## src/rtl/bram_arb_pkg.sv

```systemverilog
// Shared types and constants for the two-requester block-RAM arbiter.
// Holds the FSM state encoding, the requester side codes and the latched
// operation codes used by bram_arbiter2 and rr_arb2.
package bram_arb_pkg;

    localparam int unsigned WMASK_W = 4;

    typedef enum logic [1:0] {
        ST_IDLE  = 2'd0,
        ST_GRANT = 2'd1,
        ST_DONE  = 2'd2
    } state_e;

    localparam logic SIDE_A = 1'b0;
    localparam logic SIDE_B = 1'b1;

    localparam logic OP_RD = 1'b0;
    localparam logic OP_WR = 1'b1;

endpackage : bram_arb_pkg

```

## src/rtl/bram_arbiter2_rr_arb2.sv

```systemverilog
// Combinational two-way round-robin picker.
// Ports: req_a/req_b requests, last_grant side served last;
//        gnt_valid any request present, gnt_side chosen side.
module rr_arb2
    import bram_arb_pkg::*;
(
    input  logic req_a,
    input  logic req_b,
    input  logic last_grant,
    output logic gnt_valid,
    output logic gnt_side
);

    // On a tie the side that was not served last wins.
    always_comb begin
        gnt_valid = req_a | req_b;
        gnt_side  = SIDE_A;
        if (req_a && req_b) begin
            gnt_side = ~last_grant;
        end else if (req_b) begin
            gnt_side = SIDE_B;
        end
    end

endmodule : rr_arb2

```

## src/rtl/bram_arbiter2.sv

```systemverilog
// Two-requester arbiter in front of one single-port block RAM with a
// registered read (one-cycle latency). Each grant runs IDLE -> GRANT -> DONE,
// then pulses the winner's ack; reads also update that side's rdata.
// Ports: clk, resetn (async, active-low);
//        a_*/b_* requester interfaces (cs, rd, wr, addr, wdata, wmask in;
//        ack, rdata out); mem_* RAM interface (cs, rd, wr, addr, wdata,
//        wmask out; rdata in).
module bram_arbiter2
    import bram_arb_pkg::*;
#(
    parameter int unsigned AW = 32,
    parameter int unsigned DW = 32
) (
    input  logic               clk,
    input  logic               resetn,
    input  logic               a_cs,
    input  logic               a_rd,
    input  logic               a_wr,
    input  logic [AW-1:0]      a_addr,
    input  logic [DW-1:0]      a_wdata,
    input  logic [WMASK_W-1:0] a_wmask,
    output logic               a_ack,
    output logic [DW-1:0]      a_rdata,
    input  logic               b_cs,
    input  logic               b_rd,
    input  logic               b_wr,
    input  logic [AW-1:0]      b_addr,
    input  logic [DW-1:0]      b_wdata,
    input  logic [WMASK_W-1:0] b_wmask,
    output logic               b_ack,
    output logic [DW-1:0]      b_rdata,
    output logic               mem_cs,
    output logic               mem_rd,
    output logic               mem_wr,
    output logic [AW-1:0]      mem_addr,
    output logic [DW-1:0]      mem_wdata,
    output logic [WMASK_W-1:0] mem_wmask,
    input  logic [DW-1:0]      mem_rdata
);

    state_e             state_q, state_d;
    logic               last_grant_q, last_grant_d;
    logic               side_q, side_d;
    logic               op_q, op_d;
    logic               mem_cs_q, mem_cs_d;
    logic               mem_rd_q, mem_rd_d;
    logic               mem_wr_q, mem_wr_d;
    logic [AW-1:0]      mem_addr_q, mem_addr_d;
    logic [DW-1:0]      mem_wdata_q, mem_wdata_d;
    logic [WMASK_W-1:0] mem_wmask_q, mem_wmask_d;
    logic               a_ack_q, a_ack_d;
    logic               b_ack_q, b_ack_d;
    logic [DW-1:0]      a_rdata_q, a_rdata_d;
    logic [DW-1:0]      b_rdata_q, b_rdata_d;

    logic req_a, req_b, gnt_valid, gnt_side;

    // cs with neither rd nor wr is not a request.
    assign req_a = a_cs & (a_rd | a_wr);
    assign req_b = b_cs & (b_rd | b_wr);

    rr_arb2 u_rr_arb2 (
        .req_a      (req_a),
        .req_b      (req_b),
        .last_grant (last_grant_q),
        .gnt_valid  (gnt_valid),
        .gnt_side   (gnt_side)
    );

    // Next-state and output decode. The mem_* registers double as the
    // request latch: loaded on the IDLE decision, visible during GRANT.
    always_comb begin
        state_d      = state_q;
        last_grant_d = last_grant_q;
        side_d       = side_q;
        op_d         = op_q;
        mem_cs_d     = mem_cs_q;
        mem_rd_d     = mem_rd_q;
        mem_wr_d     = mem_wr_q;
        mem_addr_d   = mem_addr_q;
        mem_wdata_d  = mem_wdata_q;
        mem_wmask_d  = mem_wmask_q;
        a_ack_d      = 1'b0;
        b_ack_d      = 1'b0;
        a_rdata_d    = a_rdata_q;
        b_rdata_d    = b_rdata_q;

        unique case (state_q)
            ST_IDLE: begin
                if (gnt_valid) begin
                    side_d       = gnt_side;
                    last_grant_d = gnt_side;
                    mem_cs_d     = 1'b1;
                    if (gnt_side == SIDE_A) begin
                        op_d        = a_wr ? OP_WR : OP_RD;
                        mem_addr_d  = a_addr;
                        mem_wdata_d = a_wdata;
                        mem_wmask_d = a_wmask;
                    end else begin
                        op_d        = b_wr ? OP_WR : OP_RD;
                        mem_addr_d  = b_addr;
                        mem_wdata_d = b_wdata;
                        mem_wmask_d = b_wmask;
                    end
                    mem_wr_d = (op_d == OP_WR);
                    mem_rd_d = (op_d == OP_RD);
                    state_d  = ST_GRANT;
                end
            end
            ST_GRANT: begin
                mem_cs_d    = 1'b0;
                mem_rd_d    = 1'b0;
                mem_wr_d    = 1'b0;
                mem_addr_d  = AW'(0);
                mem_wdata_d = DW'(0);
                mem_wmask_d = WMASK_W'(0);
                state_d     = ST_DONE;
            end
            ST_DONE: begin
                // mem_rdata is valid now, one cycle after the RAM sampled.
                if (side_q == SIDE_A) begin
                    a_ack_d = 1'b1;
                    if (op_q == OP_RD) a_rdata_d = mem_rdata;
                end else begin
                    b_ack_d = 1'b1;
                    if (op_q == OP_RD) b_rdata_d = mem_rdata;
                end
                state_d = ST_IDLE;
            end
            default: begin
                state_d = ST_IDLE;
            end
        endcase
    end

    // State and output registers; reset drops any access in flight.
    always_ff @(posedge clk or negedge resetn) begin
        if (!resetn) begin
            state_q      <= ST_IDLE;
            last_grant_q <= SIDE_B;
            side_q       <= SIDE_A;
            op_q         <= OP_RD;
            mem_cs_q     <= 1'b0;
            mem_rd_q     <= 1'b0;
            mem_wr_q     <= 1'b0;
            mem_addr_q   <= AW'(0);
            mem_wdata_q  <= DW'(0);
            mem_wmask_q  <= WMASK_W'(0);
            a_ack_q      <= 1'b0;
            b_ack_q      <= 1'b0;
            a_rdata_q    <= DW'(0);
            b_rdata_q    <= DW'(0);
        end else begin
            state_q      <= state_d;
            last_grant_q <= last_grant_d;
            side_q       <= side_d;
            op_q         <= op_d;
            mem_cs_q     <= mem_cs_d;
            mem_rd_q     <= mem_rd_d;
            mem_wr_q     <= mem_wr_d;
            mem_addr_q   <= mem_addr_d;
            mem_wdata_q  <= mem_wdata_d;
            mem_wmask_q  <= mem_wmask_d;
            a_ack_q      <= a_ack_d;
            b_ack_q      <= b_ack_d;
            a_rdata_q    <= a_rdata_d;
            b_rdata_q    <= b_rdata_d;
        end
    end

    assign mem_cs    = mem_cs_q;
    assign mem_rd    = mem_rd_q;
    assign mem_wr    = mem_wr_q;
    assign mem_addr  = mem_addr_q;
    assign mem_wdata = mem_wdata_q;
    assign mem_wmask = mem_wmask_q;
    assign a_ack     = a_ack_q;
    assign b_ack     = b_ack_q;
    assign a_rdata   = a_rdata_q;
    assign b_rdata   = b_rdata_q;

endmodule : bram_arbiter2
```

## config.mk

```make
export PLATFORM = sky130hd
export DESIGN_NAME = bram_arbiter2
export DESIGN_NICKNAME = d
export VERILOG_FILES = /design/src/rtl/bram_arb_pkg.sv /design/src/rtl/bram_arbiter2_rr_arb2.sv /design/src/rtl/bram_arbiter2.sv
export SDC_FILE = /design/constraint.sdc
export NUM_CORES = 1
export LEC_CHECK = 0
export BUFFER_PORTS_ARGS = -buffer_cell sky130_fd_sc_hd__buf_2
export CORE_MARGIN = 2
export CORE_UTILIZATION = 40
export DETAILED_ROUTE_END_ITERATION = 8
export PLACE_DENSITY = 0.8
export RECOVER_POWER = 25
export SLEW_MARGIN = 5
export SYNTH_ARGS = -nofsm -noshare
export SYNTH_HDL_FRONTEND = slang
export SYNTH_SLANG_ARGS = --single-unit
```

## constraint.sdc

```tcl
create_clock -name clk -period 2.3 [get_ports clk]
set_input_delay 0.345 -clock clk [delete_from_list [all_inputs] [get_ports clk]]
set_output_delay 0.345 -clock clk [all_outputs]
set_load 0.03 [all_outputs]
```

==> results of run 1 <==
==> flip-flops by register name, indices dropped and copies added, names as in the netlist, 2 cells and up <==
signal / flops
a_rdata: 32
mem_addr: 32
state_q: 2
b_rdata: 32
mem_wmask: 4
mem_wdata: 32
==> worst paths after layout <==
check,to,from,cells after the start,slack [ns]
worst max-delay path,mem_wdata[20],last_grant_q,5,0.41
worst min-delay path,b_rdata[8],mem_rdata[8],2,0.17
worst max register to register,mem_wdata[20],last_grant_q,5,0.41
worst min register to register,last_grant_q,last_grant_q,2,0.47
max in group asynchronous,last_grant_q,resetn,3,0.52
min in group asynchronous,b_rdata[15],resetn,2,0.84
==> per-stage QoR <==
| step | area [um^2] | instances | total power, mW |
|---|---|---|---|
| after global routing | 8489 | 980 | 13.97 |
| after floorplan | 6191 | 469 | 8.528 |
| final | 8489 | 980 | 13.27 |
| after CTS | 8501 | 980 | 13.42 |
| after global placement | 7846 | 947 | 10.25 |
| after detailed placement | 7846 | 947 | 10.40 |
==> synth_stat cells <==
| master | number | area (um^2) |
|---|---|---|
| a211o_2 | 1 | 10.01 |
| a21o_1 | 1 | 7.510 |
| a21oi_1 | 1 | 5.000 |
| a31o_2 | 1 | 8.760 |
| and2b_1 | 1 | 7.510 |
| and3_1 | 1 | 6.260 |
| and3_4 | 1 | 11.26 |
| buf_12 | 3 | 60.06 |
| buf_2 | 3 | 15.01 |
| buf_4 | 2 | 15.01 |
| buf_6 | 10 | 112.6 |
| buf_8 | 7 | 105.1 |
| clkbuf_1 | 7 | 26.28 |
| dfrtp_1 | 141 | 3528 |
| dfstp_2 | 1 | 26.28 |
| inv_1 | 3 | 11.26 |
| inv_2 | 1 | 3.750 |
| mux2_1 | 3 | 33.78 |
| mux2_2 | 26 | 292.8 |
| mux2_4 | 35 | 525.5 |
| mux2i_1 | 69 | 690.7 |
| nand2_1 | 73 | 274.0 |
| nor2_1 | 1 | 3.750 |
| nor2b_4 | 1 | 13.76 |
| nor3b_2 | 1 | 12.51 |
| o21ai_0 | 52 | 260.3 |
| o21ai_1 | 20 | 100.1 |
| o21ai_2 | 1 | 8.760 |
| o21bai_1 | 1 | 7.510 |
| or2b_1 | 1 | 7.510 |
==> power by group through the flow <==
stage / Sequential (mW) / Clock [mW] / Combinational, mW
after floorplan: 6.62 / 0 / 1.90
final: 4.33 / 2.96 / 5.98
after detailed placement: 4.35 / 0 / 6.05
after global routing: 4.47 / 3.14 / 6.36
after global placement: 4.30 / 0 / 5.95
after CTS: 4.34 / 3.02 / 6.06
==> per-layer routing <==
layer  vias up  track usage  share of wire
met4         0      0.06787          0.018
met5         -            0              0
met1      2241       0.2222           0.42
met3        21      0.05405          0.074
li1       2247            -              -
met2       198       0.3157           0.49
==> worst register-to-register path: stages, from the launching register on <==
cell and delay [ns]:
dfstp_2 0.53, inv_1 0.06, o21bai_4 0.53, buf_12 0.30
mux2i_1 0.24, o21ai_0 0.09
==> kinds of logic (layout without fill, tap and decap cells) <==
group | count (synthesis) | count (layout) | share of synthesized area
DFF | 142 | 142 | 0.5742
muxes | 133 | 133 | 0.2492
and+or+nand+nor | 80 | 80 | 0.05436
AOI/OAI and AO/OA | 78 | 78 | 0.06589
buffers and inverters | 36 | 359 | 0.05639
==> cells in the final DEF, fill, tap and decap left out, drive strengths merged <==
cell type / n
clkinv: 5
and3: 2
or2b: 1
nand2: 73
nor2: 1
dlygate4sd3: 1
bufinv: 4
inv: 9
nor2b: 1
a211o: 1
dfrtp: 141
mux2i: 69
a21o: 1
dfstp: 1
mux2: 64
nor3b: 1
o21ai: 73
a21oi: 1
clkbuf: 19
buf: 321
o21bai: 1
and2b: 1
a31o: 1
==> repair_timing <==
| action | 4_1_cts | 5_1_grt |
|---|---|---|
| hold buffers | 1 | 0 |
| hold endpoints to repair | 56 | 0 |
| endpoints found under the setup margin | 0 | 0 |
==> cell type report <==
class                      instances  area (um^2)
fill                            1320         6656
sequential                       142         3555
multi-input combinational        291         2293
timing repair buffer             323         1747
clock buffer                      18        439.2
tap                              188        235.2
clock inverter                    14        205.2
inverter                           4        15.01
==> impl_metrics.ini, run 1 <==
[synth]
avgSynthCellArea_um2 = 13.20
ys_warn_count = 0
ys_seq_elements = 142
ys_types = 30
synth_seq_area_share = 0.5742
syn_inst = 469
syn_area_um2 = 6191
synth_nets = 645

[power]
seqPwrFrac = 0.326
leakagePower_nw = 4.647
p_comb_frac = 0.451
p_int_mw = 7.570
netSwitchingFraction = 0.4295
power.density_nw_per_um2 = 1563
ir_worst_vdd_mv = 0.9796
switchingPower_mw = 5.698
clkPwrFrac = 0.223

[clocking]
cts_buffer_depth = 2
cts_resized = 0
path_clk_slew_ns = 0.06
cts_made_buffers = 17
tritoncts = yes
clk_latency_ns = 0.41
cts.sinks = 142
cts_htree_levels = 4
post-cts-setup-buffer-count = 0
root_buffer = clkbuf_16

[timing]
relSlewSlack = 0.01655
max_clock_freq_mhz = 530.2
finalHoldViolations = 0
min_period_ns = 1.886
final_max_slew_viol_count = 0
hold_slack_ns = 0.1742
fin_crit_sh = 0.8200
setup_viol_count_final = 0
finClkSkew_ns = 0.008631
worst_pin_slew_ns = 1.475
finalSetupTns_ns = 0
rsz0062_at_grt = no
timing.final.ws_setup_ns = 0.4141

[drt]
firstDrtPassIters = 4
avgRoutedWirePerCell_um = 15.61
drtIter0Drc = 153
wl_um = 15300
viasPerCell = 4.803
detail-route-antenna-nets = 0
vias = 4707
drc = 0

[critical_path]
cp_data_required_time_ns = 2.58
path_class = reg2reg
cp-start-kind = flop
end_kind = flop
critPathMaxFanout = 26
worstPathArrival_ns = 2.17
cp_top_family = compound AO/OA/AOI/OAI gates
crit_path_max_incr_delay_ns = 0.53
cp_cell_sequence = inv_1 > o21bai_4 > buf_12 > mux2i_1 > o21ai_0
path_buf_inv = 2
cp_slowest_cell = dfstp_2

[final_layout]
layout.nets = 955
antenna_cells = 0
area_delta_synth_final_pct = 37.13
fin_util = 0.5605
drive_gt1_frac = 0.5328

[global_routing]
antenna_found_initial = 0
grt_pass1_wl_um = 23810
overflow = 0
track_usage = 0.1846
grt_pass1_vias = 4758
grt_max_degree = 70

[worst_hold_path]
hold_path_class = in2reg

[floorplanning]
rows = 45
ios = 313
dieArea_um2 = 16490
coreArea_um2 = 15150
die_height_um = 128.4
die_w_um = 128.4
initial_core_util = 0.4088

[run_status]
status = complete, no violations

[placed_design]
place.gp.congestion = 0.7589
hpwlAfterDp_um = 11350
place_ws_ns = 0.3891
portBuffers = 312

[job]
max-cap-violations = 0
Power figures use the tool's default switching activity.
==> inputs of run 2 (changes only) <==
Clock period 2.3 ns to 1.89 ns, I/O delays scaled along.
==> impl_metrics.ini, run 2 (synthesis results as in run 1) <==
[floorplanning]
initial_core_util = 0.4088
dieArea_um2 = 16490
rows = 45
die_w_um = 128.4
coreArea_um2 = 15150
ios = 313
die_height_um = 128.4

[timing]
finClkSkew_ns = 0.006603
worst_pin_slew_ns = 1.212
finalSetupTns_ns = 0
relSlewSlack = 0.1918
final_max_slew_viol_count = 0
max_clock_freq_mhz = 604.6
min_period_ns = 1.654
rsz0062_at_grt = no
setup_viol_count_final = 0
finalHoldViolations = 0
fin_crit_sh = 0.8751

[worst_hold_path]
min_to = a_rdata[26]
hold_depth = 2
hold_path_class = in2reg
hold_start = mem_rdata[26]

[job]
max-cap-violations = 0

[critical_path]
cp-start-kind = flop
path_class = reg2reg
end_kind = flop
r2r_setup_slack_ns = 0.24
worstPathArrival_ns = 1.94
critPathMaxFanout = 32
timing.rr.start = state_q[0]
rr_worst_depth = 4
cp_data_required_time_ns = 2.18
worstReg2RegEnd = a_rdata[16]

[power]
ir_worst_vdd_mv = 1.191
switchingPower_mw = 6.977
p_int_mw = 9.084
leakagePower_nw = 4.657
netSwitchingFraction = 0.4344
p_comb_frac = 0.452
seqPwrFrac = 0.329
power.density_nw_per_um2 = 1888
clkPwrFrac = 0.219

[clocking]
post-cts-setup-buffer-count = 0
path_clk_slew_ns = 0.06
cts_htree_levels = 4
cts_made_buffers = 17
root_buffer = clkbuf_16
cts.sinks = 142
clk_latency_ns = 0.41
tritoncts = yes
cts_buffer_depth = 2
cts_resized = 0

[run_status]
status = complete, no violations

[final_layout]
n_fill_cell = 1311
fin_util = 0.5618
regArea_um2 = 3555
antenna_cells = 0
drive_gt1_frac = 0.5370
final_common_cell = buf_2
multi_input_area_um2 = 2298
area_delta_synth_final_pct = 37.45
final_cell_mix = buf_2, dfrtp_1, nand2_1, mux2i_1, o21ai_0
layout.nets = 960

[placed_design]
hpwlAfterDp_um = 11270
place.gp.congestion = 0.7611
portBuffers = 312

[global_routing]
antenna_found_initial = 0
grt_pass1_vias = 4726
grt_max_degree = 57
overflow = 0
track_usage = 0.1841
grt_pass1_wl_um = 23550

[drt]
drc = 0
firstDrtPassIters = 4
wl_um = 15080
vias = 4706
viasPerCell = 4.778
drtIter0Drc = 157
detail-route-antenna-nets = 0
avgRoutedWirePerCell_um = 15.30
[run 2: changes by cell type in the layout (fill, tap and decap cells not counted), sizes merged]
cell	change
clkinvlp	+1
bufinv	-1
clkinv	-2
buf	+4
inv	+3
[run 2: how the worst max path moves through the flow]
stage / from / endpoint / slack, ns / depth (start not counted)
finish: state_q[0] / a_rdata[16] / 0.24 / 4
global route: resetn / b_rdata[7] / 0.1 / 3
CTS: state_q[0] / a_rdata[16] / 0.21 / 4
detailed placement: state_q[0] / a_rdata[16] / 0.22 / 4
global placement: state_q[0] / a_rdata[16] / 0.25 / 4
floorplan: state_q[0] / a_rdata[15] / 0.46 / 5
[run 2: per-stage QoR]
| step | hold WS [ns] | cell area [um^2] | std cells | total power [mW] | setup slack [ns] |
|---|---|---|---|---|---|
| detailed placement | 0.2470 | 7884 | 952 | 12.64 | 0.2167 |
| CTS | 0.08802 | 8518 | 985 | 16.24 | 0.2071 |
| global placement | 0.2417 | 7884 | 952 | 12.48 | 0.2524 |
| global route | 0.09284 | 8509 | 985 | 16.94 | 0.09943 |
| floorplan | -0.01209 | 6191 | 469 | 10.38 | 0.4631 |
| finish | 0.1104 | 8509 | 985 | 16.06 | 0.2361 |
[run 2: critical path, stage by stage (launching register included)]
cell     delay, ns
dfrtp_1       0.42
nor3b_2       0.29
and2b_1       0.21
buf_12        0.21
mux2_2        0.37
[run 2: layout make-up]
type                    count  area share
clock inverters            15     0.02338
well taps                 188     0.02764
inverters                   4    0.001764
repair buffers            328      0.2094
multi-input cells         291      0.2701
clock buffers              17     0.04999
flip-flops and latches    142      0.4177
[run 2: per-layer routing]
metal	global-route usage	routed length, um
met2	0.3235	7625
met1	0.2196	6198
met3	0.05530	1072
met5	0	6
met4	0.05236	171
[run 2: what timing repair did]
action / CTS / global route
endpoints found under the hold margin: 40 / 0
endpoints found under the setup margin: 0 / 0
hold buffers: 1 / 0
[run 2: power by group through the flow]
stage / combinational, mW / sequential, mW / clock [mW]
floorplan: 2.32 / 8.06 / 0
global placement: 7.22 / 5.26 / 0
detailed placement: 7.34 / 5.31 / 0
CTS: 7.34 / 5.29 / 3.60
global route: 7.74 / 5.47 / 3.73
finish: 7.26 / 5.28 / 3.51
